### config.mk
export PLATFORM = sky130hd
export DESIGN_NAME = register_window_ctrl_flat
export DESIGN_NICKNAME = d
export VERILOG_FILES = /design/src/rtl/window_pkg.sv /design/src/rtl/register_window_ctrl_if.sv /design/src/rtl/window_decoder.sv /design/src/rtl/register_window_ctrl.sv /design/src/flat_wrapper.sv
export SDC_FILE = /design/constraint.sdc
export NUM_CORES = 1
export LEC_CHECK = 0
export ABC_AREA = 1
export BUFFER_PORTS_ARGS = -buffer_cell sky130_fd_sc_hd__buf_4
export CAP_MARGIN = 20
export CORE_UTILIZATION = 40
export CTS_BUF_LIST = sky130_fd_sc_hd__clkbuf_2
export DETAILED_ROUTE_END_ITERATION = 6
export GPL_TIMING_DRIVEN = 0
export PLACE_DENSITY = 0.77
export SYNTH_ARGS = -nofsm -noshare
export SYNTH_HDL_FRONTEND = slang
export SYNTH_SLANG_ARGS = --single-unit
### constraint.sdc
create_clock -name Clk -period 3.25 [get_ports Clk]
set_input_delay 0.65 -clock Clk [delete_from_list [all_inputs] [get_ports Clk]]
set_output_delay 0.65 -clock Clk [all_outputs]
set_load 0.01 [all_outputs]
### src/rtl/window_pkg.sv
// Shared definitions for the windowed register file: op encodings, FSM states and
// default window geometry.
package window_pkg;

  localparam int unsigned DefNWindows = 4;
  localparam int unsigned DefCwpW     = 2;

  typedef enum logic [1:0] {
    OP_SAVE    = 2'b00,
    OP_RESTORE = 2'b01,
    OP_TRAP    = 2'b10,
    OP_RETT    = 2'b11
  } op_e;

  typedef enum logic [1:0] {
    StIdle  = 2'b00,
    StCheck = 2'b01,
    StDone  = 2'b10
  } state_e;

endpackage

### src/rtl/register_window_ctrl_if.sv
// Request/response and direct-write bundle between the pipeline and the window controller.
interface register_window_ctrl_if
  import window_pkg::*;
#(
  parameter int unsigned NWINDOWS = DefNWindows,
  parameter int unsigned CWP_W    = DefCwpW
) ();

  logic                op_valid;
  op_e                 op;
  logic                op_ready;
  logic                cwp_we;
  logic [CWP_W-1:0]    cwp_in;
  logic                wim_we;
  logic [NWINDOWS-1:0] wim_in;
  logic [CWP_W-1:0]    cwp_out;
  logic [NWINDOWS-1:0] wim_out;
  logic [NWINDOWS-1:0] current_window;
  logic                done;
  logic                trap_overflow;
  logic                trap_underflow;

  modport master (
    output op_valid, op, cwp_we, cwp_in, wim_we, wim_in,
    input  op_ready, cwp_out, wim_out, current_window, done, trap_overflow, trap_underflow
  );

  modport slave (
    input  op_valid, op, cwp_we, cwp_in, wim_we, wim_in,
    output op_ready, cwp_out, wim_out, current_window, done, trap_overflow, trap_underflow
  );

endinterface

### src/rtl/window_decoder.sv
// Binary window pointer to one-hot window select.
module window_decoder #(
  parameter int unsigned NWINDOWS = 4,
  parameter int unsigned CWP_W    = 2
) (
  input  logic [CWP_W-1:0]    i_sel,
  output logic [NWINDOWS-1:0] o_onehot
);

  assign o_onehot = NWINDOWS'(1) << i_sel;

endmodule

### src/rtl/register_window_ctrl.sv
// Window pointer / invalid-mask controller: SAVE, RESTORE, TRAP and RETT moves with
// overflow/underflow detection, plus direct CWP/WIM writes while idle.
module register_window_ctrl
  import window_pkg::*;
#(
  parameter int unsigned NWINDOWS = DefNWindows,
  parameter int unsigned CWP_W    = DefCwpW
) (
  input logic                    Clk,
  input logic                    Clr,
  register_window_ctrl_if.slave  bus
);

  state_e              r_state, w_state_d;
  op_e                 r_op, w_op_d;
  logic [CWP_W-1:0]    r_cwp, w_cwp_d;
  logic [NWINDOWS-1:0] r_wim, w_wim_d;
  logic [NWINDOWS-1:0] r_cur_win, w_cur_win_d;
  logic                r_done, w_done_d;
  logic                r_ovf, w_ovf_d;
  logic                r_unf, w_unf_d;

  // Power-of-two window count, so plain CWP_W-bit arithmetic gives the modular wrap.
  logic [CWP_W-1:0] w_tgt_dec, w_tgt_inc;
  assign w_tgt_dec = r_cwp - CWP_W'(1);
  assign w_tgt_inc = r_cwp + CWP_W'(1);

  always_comb begin
    w_state_d = r_state;
    w_op_d    = r_op;
    w_cwp_d   = r_cwp;
    w_wim_d   = r_wim;
    w_done_d  = 1'b0;
    w_ovf_d   = 1'b0;
    w_unf_d   = 1'b0;
    unique case (r_state)
      StIdle: begin
        if (bus.cwp_we) w_cwp_d = bus.cwp_in;
        if (bus.wim_we) w_wim_d = bus.wim_in;
        if (bus.op_valid) begin
          w_op_d    = bus.op;
          w_state_d = StCheck;
        end
      end
      StCheck: begin
        w_state_d = StDone;
        w_done_d  = 1'b1;
        unique case (r_op)
          OP_SAVE: begin
            if (r_wim[w_tgt_dec]) w_ovf_d = 1'b1;
            else                  w_cwp_d = w_tgt_dec;
          end
          OP_TRAP: w_cwp_d = w_tgt_dec;
          OP_RESTORE, OP_RETT: begin
            if (r_wim[w_tgt_inc]) w_unf_d = 1'b1;
            else                  w_cwp_d = w_tgt_inc;
          end
        endcase
      end
      StDone:  w_state_d = StIdle;
      default: w_state_d = StIdle;
    endcase
  end

  // Decode the next CWP so the one-hot select is registered alongside CWP itself.
  window_decoder #(
    .NWINDOWS (NWINDOWS),
    .CWP_W    (CWP_W)
  ) u_decoder (
    .i_sel    (w_cwp_d),
    .o_onehot (w_cur_win_d)
  );

  always_ff @(posedge Clk) begin
    if (Clr) begin
      r_state   <= StIdle;
      r_op      <= OP_SAVE;
      r_cwp     <= '0;
      r_wim     <= '0;
      r_cur_win <= NWINDOWS'(1);
      r_done    <= 1'b0;
      r_ovf     <= 1'b0;
      r_unf     <= 1'b0;
    end else begin
      r_state   <= w_state_d;
      r_op      <= w_op_d;
      r_cwp     <= w_cwp_d;
      r_wim     <= w_wim_d;
      r_cur_win <= w_cur_win_d;
      r_done    <= w_done_d;
      r_ovf     <= w_ovf_d;
      r_unf     <= w_unf_d;
    end
  end

  assign bus.op_ready       = (r_state == StIdle);
  assign bus.cwp_out        = r_cwp;
  assign bus.wim_out        = r_wim;
  assign bus.current_window = r_cur_win;
  assign bus.done           = r_done;
  assign bus.trap_overflow  = r_ovf;
  assign bus.trap_underflow = r_unf;

endmodule

### src/flat_wrapper.sv
// flat-port wrapper written by rule: the top's interface ports become plain ports
module register_window_ctrl_flat import window_pkg::*;
#(
  parameter int unsigned NWINDOWS = DefNWindows,
  parameter int unsigned CWP_W    = DefCwpW
)
  (Clk, Clr, bus_op_valid, bus_op, bus_cwp_we, bus_cwp_in, bus_wim_we, bus_wim_in, bus_op_ready, bus_cwp_out, bus_wim_out, bus_current_window, bus_done, bus_trap_overflow, bus_trap_underflow);
  register_window_ctrl_if #(.NWINDOWS(NWINDOWS), .CWP_W(CWP_W)) bus_i ();
  input logic Clk;
  input logic Clr;
  input wire logic [$bits(bus_i.op_valid)-1:0] bus_op_valid;
  input wire logic [$bits(bus_i.op)-1:0] bus_op;
  input wire logic [$bits(bus_i.cwp_we)-1:0] bus_cwp_we;
  input wire logic [$bits(bus_i.cwp_in)-1:0] bus_cwp_in;
  input wire logic [$bits(bus_i.wim_we)-1:0] bus_wim_we;
  input wire logic [$bits(bus_i.wim_in)-1:0] bus_wim_in;
  output wire logic [$bits(bus_i.op_ready)-1:0] bus_op_ready;
  output wire logic [$bits(bus_i.cwp_out)-1:0] bus_cwp_out;
  output wire logic [$bits(bus_i.wim_out)-1:0] bus_wim_out;
  output wire logic [$bits(bus_i.current_window)-1:0] bus_current_window;
  output wire logic [$bits(bus_i.done)-1:0] bus_done;
  output wire logic [$bits(bus_i.trap_overflow)-1:0] bus_trap_overflow;
  output wire logic [$bits(bus_i.trap_underflow)-1:0] bus_trap_underflow;
  assign bus_i.op_valid = bus_op_valid;
  assign bus_i.op = bus_op;
  assign bus_i.cwp_we = bus_cwp_we;
  assign bus_i.cwp_in = bus_cwp_in;
  assign bus_i.wim_we = bus_wim_we;
  assign bus_i.wim_in = bus_wim_in;
  assign bus_op_ready = bus_i.op_ready;
  assign bus_cwp_out = bus_i.cwp_out;
  assign bus_wim_out = bus_i.wim_out;
  assign bus_current_window = bus_i.current_window;
  assign bus_done = bus_i.done;
  assign bus_trap_overflow = bus_i.trap_overflow;
  assign bus_trap_underflow = bus_i.trap_underflow;
  register_window_ctrl #(.NWINDOWS(NWINDOWS), .CWP_W(CWP_W)) u_core (.Clk(Clk), .Clr(Clr), .bus(bus_i));
endmodule
# Word-level counts from Yosys, hierarchy flattened
# Index checks and enable logic that the tools add are counted.
[word_totals] reg_bits=17 latch_bits=0 ramBits=0 mem_bits_ro=0 input_bits=13 out_inout_bits=14 wordCells=42 memories=0
[op_classes] n_addsub=2 n_mul=0 div=0 order_cmp=2 n_eq_ne=5 n_shift=1 n_mux=14 bitwise=3 reduce_logical=7
[ops] operator="2-bit 2-to-1 mux" n=4
[ops] operator="2-bit case mux with 2 select lines" n=2
[ops] operator="2-bit by 3-bit less-than comparator with 1-bit output, second input constant" n=2
[ops] operator="2-bit case mux with 3 select lines" n=1
[ops] operator="3-bit OR reduction" n=2
[ops] operator="1-bit 2-to-1 mux" n=5
[ops] operator="1-bit binary-select mux with 2-bit select" n=2
[ops] operator="2-bit by 1-bit == test with 1-bit output, second input constant" n=2
[ops] operator="2-bit == test, second input constant" n=2
[ops] operator="2-bit logical NOT" n=2
[ops] operator="2-bit AND reduction" n=2
[ops] operator="1-bit by 2-bit << shifter with 4-bit output, first input constant" n=1
[ops] operator="1-bit NOT" n=3
[ops] operator="2-bit by 1-bit adder with 2-bit output, second input constant" n=1
[ops] operator="2-bit inequality test, second input constant" n=1
[ops] operator="2-bit OR reduction" n=1
[ops] operator="2-bit by 1-bit subtractor with 2-bit output, second input constant" n=1

# Depth between registers and ports, before layout
# Gate-level depths: netlist (run 1).
[logic_depth] ltp_word=7 mapped_depth=13 mapped_depth_nobuf=12

# Modules after synthesis
# Synthesis (run 1) repeated with hierarchy kept, for this count alone.
[unflattened] hier_cells=110 hier_area_um2=775.7
[modules_own_cells] module="register_window_ctrl" n_inst=1 cells_per_inst=103 area_per_inst_um2=749.5 seq_area_each_um2=340.3
[modules_own_cells] module="window_decoder" n_inst=1 cells_per_inst=7 area_per_inst_um2=26.3 seq_area_each_um2=0.0

# Worst setup path before layout (run 1)
# OpenSTA, ideal clock, no wires.
[synth_timing] path_type="reg-to-reg" start="register u_core.r_cwp[0] (netlist: u_core.bus.cwp_out[0])" end="register u_core.r_cur_win[3] (netlist: u_core.bus.current_window[3])" setup_time_ns=0.109 t_arrival_ns=1.235 required_time_ns=3.141 path_slack_ns=1.905 path_stages_with_launch=13 n_path_buf=1 synth_period_minus_slack_ns=1.345 path_cell_list="dfxtp_1 -> buf_6 -> nand2_1 -> nand2_2 -> nand2_1 -> nand2_1 -> nand2_1 -> nand2_1 -> nand2_1 -> nand3_2 -> nand3_2 -> nand2_1 -> inv_1"
[synth_via] elab_chain_cells=7 word_cells_on_any_way=12 cone_classes="2 x add/sub; 1 x shift; 9 x mux"
[synth_rtl] item="start, declared" line="register_window_ctrl.sv:16" rtl="logic [CWP_W-1:0] r_cwp, w_cwp_d;"
[synth_rtl] item="start signal, assigned" line="register_window_ctrl.sv:87" rtl="r_cwp <= w_cwp_d;"
[synth_rtl] item="2-bit by 1-bit adder with 2-bit output or 2-bit by 1-bit subtractor with 2-bit output (tied branches)" line="register_window_ctrl.sv:26, register_window_ctrl.sv:25"
[synth_rtl] item="1-bit binary-select mux with 2-bit select, on equally long branches" line="register_window_ctrl.sv:55, register_window_ctrl.sv:50"
[synth_rtl] item="1-bit 2-to-1 mux, on equally long branches" line="register_window_ctrl.sv:55, register_window_ctrl.sv:50"
[synth_rtl] item="2-bit 2-to-1 mux, on equally long branches" line="register_window_ctrl.sv:55, register_window_ctrl.sv:50"
[synth_rtl] item="2-bit case mux with 3 select lines" line="register_window_ctrl.sv:48" rtl="unique case (r_op)"
[synth_rtl] item="2-bit case mux with 2 select lines *" line="register_window_ctrl.sv:36" rtl="unique case (r_state)"
[synth_rtl] item="1-bit by 2-bit << shifter with 4-bit output *" line="window_decoder.sv:10" rtl="assign o_onehot = NWINDOWS'(1) << i_sel;"
[synth_rtl] item="end signal, assigned" line="register_window_ctrl.sv:89" rtl="r_cur_win <= w_cur_win_d;"
[synth_rtl] item="end, declared" line="register_window_ctrl.sv:18" rtl="logic [NWINDOWS-1:0] r_cur_win, w_cur_win_d;"
# Mark *: on every way between the ends. The rest lies on a longest branch, timed or not. The select of a mux whose other input is x is not followed.
# A chain may end at the register's enable or synchronous reset.

# Final worst setup path (run 1)
[layout_timing] start="register u_core.r_state[1]" end="output bus_op_ready"
[layout_via] elab_chain_cells=1
[layout_rtl] item="start, declared" line="register_window_ctrl.sv:14" rtl="state_e r_state, w_state_d;"
[layout_rtl] item="start signal, assigned" line="register_window_ctrl.sv:76" rtl="r_state <= StIdle;"
[layout_rtl] item="start signal, assigned" line="register_window_ctrl.sv:85" rtl="r_state <= w_state_d;"
[layout_rtl] item="2-bit logical NOT" line="register_window_ctrl.sv:96" rtl="assign bus.op_ready = (r_state == StIdle);"
[layout_rtl] item="end, declared" line="flat_wrapper.sv:17" rtl="output wire logic [$bits(bus_i.op_ready)-1:0] bus_op_ready;"
# No other way between the ends.

==> results of run 1 <==
-- worst min-delay path, cell delays in order (launching register included) --
cell     delay [ns]
dfxtp_1        0.35
inv_1          0.07
a21oi_1        0.06
-- cell usage in the layout (no fill, tap or decap) --
master	count
dfxtp_1	17
a21oi_1	7
clkbuf_2	3
nand3_2	2
nand3_1	4
nor3_1	2
o21ai_0	7
buf_4	25
o211ai_1	1
inv_8	1
buf_6	2
nor2_4	1
inv_1	14
inv_2	2
nand2_2	8
a21oi_2	1
nand4_1	1
clkinv_2	1
nor2_1	9
nor2_2	2
nand2_1	32
-- state kept, by name (all words and copies together) (netlist names) --
register                   flops
u_core.bus.wim_out             4
u_core.r_state                 2
u_core.bus.current_window      4
u_core.bus.done                1
u_core.bus.trap_overflow       1
u_core.bus.trap_underflow      1
u_core.r_op                    2
u_core.bus.cwp_out             2
-- power by group --
group | leakage [nW] | switching [W] | total, W | internal [W]
clock | 0.0164 | 0.0000705 | 0.0000983 | 0.0000279
sequential | 0.140 | 0.0000105 | 0.000235 | 0.000225
combinational | 0.377 | 0.0000766 | 0.000134 | 0.0000571
total | 0.534 | 0.000158 | 0.000467 | 0.000310
-- per-layer routing --
metal  GRT usage, %  part of all wire, %
met4           12.0                  2.7
met2           28.6                   48
met5              0                    0
met1           22.9                   45
met3           3.46                  4.0
-- logic make-up after synthesis --
family	Yosys count	share of synthesized area, %
AND/OR/NAND/NOR	61	35.3
buffers and inverters	19	11.7
flip-flops	17	42.3
AO/OA/AOI/OAI	16	10.7
-- through the flow --
stage	hold slack, ns	instance area [um^2]
4_1_cts	0.505	1040
3_3_place_gp	0.463	1020
6_report	0.505	1040
3_5_place_dp	0.484	1020
5_1_grt	0.483	1040
2_1_floorplan	0.444	805
-- worst max path at each step --
stage | end | from | slack, ns | depth (start not counted)
6_report | bus_op_ready | u_core.r_state[1]$_SDFFE_PP0P_ | 1.46 | 2
5_1_grt | bus_op_ready | u_core.r_state[1]$_SDFFE_PP0P_ | 1.38 | 2
4_1_cts | bus_op_ready | u_core.r_state[1]$_SDFFE_PP0P_ | 1.46 | 2
3_5_place_dp | u_core.bus.current_window[3]$_SDFF_PP0_ | bus_cwp_we | 1.73 | 9
3_3_place_gp | u_core.bus.current_window[3]$_SDFF_PP0_ | bus_cwp_we | 1.76 | 9
2_1_floorplan | u_core.bus.current_window[3]$_SDFF_PP0_ | u_core.bus.cwp_out[0]$_SDFF_PP0_ | 1.91 | 12
-- layout make-up --
class | instances | area (um^2)
Multi-Input combinational cell | 77 | 370
Tap cell | 25 | 31.3
Inverter | 17 | 71.3
Sequential cell | 17 | 340
Timing Repair Buffer | 25 | 188
Clock inverter | 1 | 5.00
Clock buffer | 3 | 15.0
Fill cell | 187 | 758
Buffer | 2 | 22.5
==> impl_metrics.tcl, run 1 <==
set metrics [dict create \
    ys_seq_elements 17 \
    timing.reg2reg.setup_slack_ns 1.77 \
    die_w_um 46.8 \
    grt_pass1_wl_um 2760 \
    dp_slack_ns 1.73 \
    hold_end "u_core.bus.wim_out[2]$_SDFFE_PP0P_" \
    timing.rr.start "u_core.bus.cwp_out[1]$_SDFF_PP0_" \
    post-place-cells 163 \
    worstPathMaxFanout 4 \
    setup_viol 0 \
    clock_path_buffers 2 \
    antenna_found_initial 0 \
    hpwl_um 1320 \
    ir_drop_uv 241 \
    wl_per_cell_um 10.1 \
    cpMaxStageDelayCell "dfxtp_1" \
    hold_path_startpoint "u_core.bus.wim_out[2]$_SDFFE_PP0P_" \
    rsz0062_at_grt "no" \
    drc 0 \
    yosys.area.top_type "dfxtp_1" \
    crit_family "flip-flops" \
    powerDensity_nw_per_um2 448 \
    ys_top_cells_by_area "dfxtp_1 (42%), nand2_1 (15%), inv_1 (6.5%)" \
    critical_path_class "reg -> out" \
    cts_tree "built" \
    grt_max_degree 11 \
    synth_top_cell_area_share_pct 42.3 \
    ctsResizeCount 0 \
    status "finished, final reports clean" \
    leakagePower_nw 0.534 \
    timing.fmax_ghz 0.559 \
    fin_skew_ns 0.00289 \
    async_flop_share_pct 0 \
    r2r_cells 11 \
    final_cells 167 \
    ctsHoldBuffers 0 \
    grt_pass1_vias 645 \
    fin_tns_setup_ns 0 \
    die_h_um 46.8 \
    r2r_end "u_core.bus.current_window[3]$_SDFF_PP0_" \
    start_kind "register" \
    ios 27 \
    syn_to_final_growth_pct 29.7 \
    drive_gt1_share_pct 33.8 \
    die_area_um2 2190 \
    yosysMostFrequentCell "nand2_1" \
    syn_avg_cell_area_um2 7.12 \
    min_path_cells 2 \
    io_buffer_count 25 \
    vias_per_cell 4.66 \
    place_congestion 0.757 \
    hp-class "reg -> reg" \
    drtPass1Iterations 4 \
    cts_root_buffer "clkbuf_2" \
    synth_common_cells "nand2_1 (32), dfxtp_1 (17), inv_1 (14)" \
    numCtsBuffers 3 \
    yosysSeqAreaShare_pct 42.3 \
    grt-ovfl-total 0 \
    synth_edf_count 0 \
    synth_cells 113 \
    cts.sinks 17 \
    cap_violations 0 \
    relSlewSlack_pct 79.8 \
    crit_required_ns 2.60 \
    power_w 0.000467 \
    crit_chain "nor2_1, buf_4" \
    yosys_most_used_dff "dfxtp_1" \
    first_iter_violations 15 \
    ctsHtreeMaxLevel 1 \
    hold_viol 0 \
    final_util_pct 57.9 \
    start_util_pct 44.7 \
    syn_nets 126 \
    diodes 0 \
    grtUsageTotal_pct 18.3 \
    fin_nets 156 \
    critPathBufInv 1 \
    dr_total_vias 778 \
    worstSetupEndpointType "output pin" \
    drt-total-wl_um 1680 \
    path_clk_slew_ns 0.17 \
    clock_latency_ns 0.31 \
    critical-path-max-stage-delay_ns 0.38 \
    post-cts-setup-buffer-count 0 \
    yosys_warnings 0 \
    finalCriticalPeriod_ns 1.79 \
    fin_ws_ns 1.46 \
    core-area_um2 1800 \
    slew_viol_final 0 \
    worstMarginPinSlew_ns 0.302 \
    fin_crit_sh_pct 55.1 \
    detail-route-antenna-nets 0 \
    ys_types 18 \
    rows 15 \
    crit_arrival_ns 1.14 \
    netlist_area_um2 805 \
]
Power figures use the tool's default switching activity.
==> inputs of run 2 (changes only) <==
--- a/config.mk
+++ b/config.mk
@@ -5,7 +5,7 @@
 export SDC_FILE = /design/constraint.sdc
 export NUM_CORES = 1
 export LEC_CHECK = 0
-export ABC_AREA = 1
+export ABC_AREA = 0
 export BUFFER_PORTS_ARGS = -buffer_cell sky130_fd_sc_hd__buf_4
 export CAP_MARGIN = 20
 export CORE_UTILIZATION = 40
==> constraint.sdc (replaced) <==
create_clock -name Clk -period 1.65 [get_ports Clk]
set_input_delay 0.33 -clock Clk [delete_from_list [all_inputs] [get_ports Clk]]
set_output_delay 0.33 -clock Clk [all_outputs]
set_load 0.01 [all_outputs]
==> run 2 against run 1 <==
The flow now finishes with violations (negative setup slack); die area shrank 4.0%; first-iteration DRC count shrank 20%; clock power increased by 88%; global-route usage decreased by 0.62 points; non-clock buffer count is 7 higher; sequential power rose by 96%; register-to-register slack worse by 1.8 ns; core utilization grew 3.2 points; setup slack got worse by 1.5 ns; largest power group unchanged.
==> impl_metrics.tcl, run 2 <==
set metrics [dict create \
    status "complete, but fails checks" \
    violations "negative setup slack" \
    timing.hold.ws_ns 0.233 \
    die_w_um 45.9 \
    synth_compound_area_share_pct 12.7 \
    yosys.area.top_type "dfxtp_1" \
    synth-simple-area-share_pct 25.6 \
    first_iter_violations 12 \
    setup_viol 1 \
    grt_pass1_vias 641 \
    slew_viol_final 0 \
    numCtsBuffers 3 \
    yosys_warnings 0 \
    finalCriticalPeriod_ns 1.67 \
    mostFrequentLayoutCells "buf_4 (31), nor2_1 (12), dfxtp_1 (11)" \
    crit_arrival_ns 1.89 \
    grt_max_degree 11 \
    yosysMostFrequentCell "dfxtp_1" \
    cts_root_buffer "clkbuf_2" \
    grt_pass1_wl_um 2620 \
    synth_fa_ha_area_share_pct 0 \
    cts.sinks 17 \
    hold_viol 0 \
    timing.fmax_ghz 0.600 \
    io_buffer_count 26 \
    core-area_um2 1760 \
    wl_per_cell_um 11.3 \
    worstSetupEndpointType "register" \
    diodes 0 \
    syn_nets 99 \
    worstPathMaxFanout 4 \
    start_kind "register" \
    vias_per_cell 4.92 \
    power_w 0.000869 \
    rows 15 \
    critical_path_class "reg -> reg" \
    start_util_pct 43.7 \
    ys_types 28 \
    die_area_um2 2110 \
    drc 0 \
    fin_ws_ns -0.0156 \
    grt-ovfl-total 0 \
    dp_slack_ns -0.0826 \
    place_congestion 0.783 \
    yosysSeqAreaShare_pct 44.2 \
    ir_drop_uv 534 \
    powerDensity_nw_per_um2 806 \
    synth_top_family_by_area "simple AND/OR/NAND/NOR gates" \
    final_util_pct 61.1 \
    synth-xor-area-share_pct 1.14 \
    grtUsageTotal_pct 17.7 \
    synth_common_cells "dfxtp_1 (17), nor2_1 (12), mux2i_1 (6), nand2_1 (6)" \
    final_common_cell "buf_4" \
    syn_avg_cell_area_um2 8.96 \
    antenna_found_initial 0 \
    syn_to_final_growth_pct 39.9 \
    leakagePower_nw 0.481 \
    drt-total-wl_um 1640 \
    path_clk_slew_ns 0.15 \
    synth_cells 86 \
    rsz0062_at_grt "yes" \
    netlist_area_um2 771 \
    drtPass1Iterations 4 \
    cap_violations 0 \
    ys_top_cells_by_area "dfxtp_1 (44%), mux2i_1 (7.8%), nor2_1 (5.8%)" \
    fin_skew_ns 0.00187 \
    async_flop_share_pct 0 \
    dr_total_vias 713 \
    relSlewSlack_pct 69.7 \
    detail-route-antenna-nets 0 \
    drive_gt1_share_pct 42.5 \
    muxShareOfSynthArea_pct 12.2 \
    ios 27 \
    clock_path_buffers 2 \
    fin_nets 134 \
    fin_crit_sh_pct 101 \
    cts_tree "built" \
    die_h_um 45.9 \
    hp-class "in -> reg" \
    ys_seq_elements 17 \
    crit_required_ns 1.88 \
    ctsHtreeMaxLevel 1 \
    clock_latency_ns 0.28 \
    yosys_most_used_dff "dfxtp_1" \
    synth_top_cell_area_share_pct 44.2 \
    synth_edf_count 0 \
    worstMarginPinSlew_ns 0.450 \
]
## run 2: timing repair
action | in CTS | in global routing
buffers inserted | 2 | 3
endpoints found under the setup margin | 4 | 6
cloned | 0 | 0
hold buffers | 0 | 0
pin swaps | 2 | 2
gates resized for setup | 5 | 5
## run 2: cell type report
cell class,count,area (um^2)
Timing Repair Buffer,31,233
Clock buffer,4,20.0
Tap cell,25,31.3
Fill cell,176,686
Sequential cell,17,355
Multi-Input combinational cell,61,412
Buffer,3,12.5
Inverter,4,15.0
## run 2: cells by family (layout without fill, tap and decap cells)
family          after synthesis  count (layout)
flops                        17              17
xor+xnor                      1               1
simple gates                 37              37
compound gates               14              14
buf+inv                       8              42
mux                           9               9
## run 2: stage by stage
stage / setup TNS [ns] / instance area, um^2 / cells
2_1_floorplan: 0 / 781 / 86
3_3_place_gp: -0.0649 / 1010 / 137
3_5_place_dp: -0.116 / 1010 / 137
4_1_cts: -0.0598 / 1050 / 143
5_1_grt: -0.0390 / 1080 / 145
6_report: -0.0156 / 1080 / 145
## run 2: path summary, 6_finish.rpt
check        cells past startpoint                                       to                        startpoint  slack [ns]
min                              2  u_core.bus.current_window[2]$_SDFF_PP0_                               Clr        0.23
min reg2reg                      2              u_core.r_op[1]$_SDFFE_PP0P_       u_core.r_op[1]$_SDFFE_PP0P_        0.48
max                              5  u_core.bus.current_window[2]$_SDFF_PP0_  u_core.bus.cwp_out[0]$_SDFF_PP0_       -0.02
max reg2reg                      5  u_core.bus.current_window[2]$_SDFF_PP0_  u_core.bus.cwp_out[0]$_SDFF_PP0_       -0.02
## run 2: critical path, stage by stage, from the launching register on
cell and delay [ns]:
dfxtp_2 0.36, mux2i_1 0.12, or4_4 0.44, and4_4 0.19, a211oi_4 0.29, nor3b_2 0.21
## run 2: where the power goes
| group | internal, W | total (W) | switching (W) |
|---|---|---|---|
| Combinational | 0.000123 | 0.000224 | 0.000101 |
| Sequential | 0.000438 | 0.000460 | 0.0000218 |
| Clock | 0.0000643 | 0.000185 | 0.000121 |
## run 2: metal layers
metal,track usage [%],wire length (um),vias to the layer above
li1,-,-,367
met1,21.6,777,328
met2,29.0,792,14
met3,3.57,36,4
met4,8.82,33,0
met5,0,0,-
==> inputs of run 3 (changes only) <==
--- a/config.mk
+++ b/config.mk
@@ -12,7 +12,7 @@
 export CTS_BUF_LIST = sky130_fd_sc_hd__clkbuf_2
 export DETAILED_ROUTE_END_ITERATION = 6
 export GPL_TIMING_DRIVEN = 0
-export PLACE_DENSITY = 0.77
+export PLACE_DENSITY_LB_ADDON = 0.15
 export SYNTH_ARGS = -nofsm -noshare
 export SYNTH_HDL_FRONTEND = slang
 export SYNTH_SLANG_ARGS = --single-unit
==> run 3 against run 2 <==
The run now ends clean; global-route usage down 1.4 points; via count shrank 2.1%; first-iteration DRC count fell by 42%; final area down 2.9%; setup slack better by 0.025 ns; sequential share of layout area grew 0.51 points; die area stayed put; cell count is 2.1% lower; worst hold slack lost 0.0058 ns; non-clock buffer count shrank 3; combinational power down 8%.
==> impl_metrics.tcl, run 3 (synthesis results as in run 2) <==
set metrics [dict create \
    start_kind "register" \
    io_buffer_count 26 \
    seq_area_um2 350 \
    place_congestion 0.812 \
    fin_tns_setup_ns 0 \
    antenna_found_initial 0 \
    fin_ws_ns 0.00983 \
    diodes 0 \
    powerDensity_nw_per_um2 816 \
    ctsHtreeMaxLevel 1 \
    cts_tree "built" \
    crit_family "simple AND/OR/NAND/NOR gates" \
    timing.hold.ws_ns 0.227 \
    finalCriticalPeriod_ns 1.64 \
    timing.fmax_ghz 0.610 \
    grt_max_degree 11 \
    drt-total-wl_um 1480 \
    power_w 0.000854 \
    vias_per_cell 4.92 \
    slew_viol_final 0 \
    grt-ovfl-total 0 \
    grtUsageTotal_pct 16.3 \
    die_area_um2 2110 \
    leakagePower_nw 0.463 \
    clock_path_buffers 2 \
    worstSetupEndpointType "register" \
    cts_root_buffer "clkbuf_2" \
    fin_nets 131 \
    hp-class "in -> reg" \
    core-area_um2 1760 \
    grt_pass1_wl_um 2350 \
    cpMaxStageDelayCell "or4_4" \
    die_h_um 45.9 \
    mostFrequentLayoutCells "buf_4 (28), dfxtp_1 (13), nor2_1 (11)" \
    detail-route-antenna-nets 0 \
    critical_path_class "reg -> reg" \
    final_common_cell "buf_4" \
    fin_skew_ns 0.00777 \
    cap_violations 0 \
    clock_latency_ns 0.29 \
    crit_required_ns 1.88 \
    crit_arrival_ns 1.87 \
    fillCellCount 180 \
    dp_slack_ns -0.0292 \
    critPathBufInv 0 \
    syn_to_final_growth_pct 35.9 \
    rsz0062_at_grt "yes" \
    worstPathMaxFanout 4 \
    rows 15 \
    grt_pass1_vias 558 \
    critical-path-max-stage-delay_ns 0.44 \
    wl_per_cell_um 10.4 \
    start_util_pct 43.7 \
    crit_chain "mux2i_1, or4_4, and4_4, a211oi_4, nor3b_2" \
    hold_viol 0 \
    ctsHoldBuffers 0 \
    multiInputGateArea_um2 408 \
    ir_drop_uv 487 \
    drc 0 \
    drive_gt1_share_pct 39.3 \
    relSlewSlack_pct 71.5 \
    numCtsBuffers 3 \
    cts.sinks 17 \
    first_iter_violations 7 \
    drtPass1Iterations 4 \
    worstMarginPinSlew_ns 0.427 \
    setup_viol 0 \
    ios 27 \
    path_clk_slew_ns 0.14 \
    status "finished, final reports clean" \
    die_w_um 45.9 \
    dr_total_vias 698 \
    final_util_pct 59.4 \
    fin_crit_sh_pct 99.4 \
]
## run 3: changes by cell type in the layout (fill, tap and decap cells not counted), sizes merged
| cell | change |
|---|---|
| buf | -3 |
## run 3: worst paths after layout
check                                                      start                                 endpoint  slack (ns)  cells past startpoint
worst max-delay path            u_core.bus.cwp_out[0]$_SDFF_PP0_  u_core.bus.current_window[2]$_SDFF_PP0_        0.01                      5
worst max register to register  u_core.bus.cwp_out[0]$_SDFF_PP0_  u_core.bus.current_window[2]$_SDFF_PP0_        0.01                      5
worst min-delay path                                         Clr  u_core.bus.current_window[2]$_SDFF_PP0_        0.23                      2
worst min register to register       u_core.r_op[1]$_SDFFE_PP0P_              u_core.r_op[1]$_SDFFE_PP0P_        0.51                      2
## run 3: worst reg2reg max path, cell delays in order (launching register included)
cell and delay, ns:
dfxtp_4 0.38, mux2i_1 0.12, or4_4 0.44, and4_4 0.18, a211oi_4 0.28, nor3b_2 0.19
## run 3: routing by layer
| layer | up-vias | track usage (%) | part of all wire [%] |
|---|---|---|---|
| li1 | 362 | - | - |
| met1 | 306 | 19.6 | 45 |
| met2 | 26 | 24.8 | 46 |
| met3 | 4 | 4.76 | 5.8 |
| met4 | 0 | 10.6 | 2.8 |
| met5 | - | 0 | 0 |
## run 3: per-stage QoR
stage,instances,area (um^2)
global placement,137,1010
finish,142,1050
global route,142,1050
floorplan,86,781
CTS,143,1050
detailed placement,137,1010
## run 3: what timing repair did
action	in CTS	in global routing
pin swaps	2	2
endpoints found under the setup margin	1	6
buffers inserted	2	0
gates resized for setup	4	3
## run 3: layout make-up
cell class | instances | share of cell area [%]
clock buffers | 4 | 1.91
well taps | 25 | 2.99
inverters | 4 | 1.43
multi-input cells | 61 | 38.9
flip-flops and latches | 17 | 33.5
plain buffers | 3 | 1.19
repair buffers | 28 | 20.1
## run 3: report_power, final
part	internal, W	leakage (nW)	switching [W]
clock network	0.0000642	0.0166	0.000118
registers	0.000439	0.142	0.0000270
logic	0.000116	0.305	0.0000898
total	0.000619	0.463	0.000235
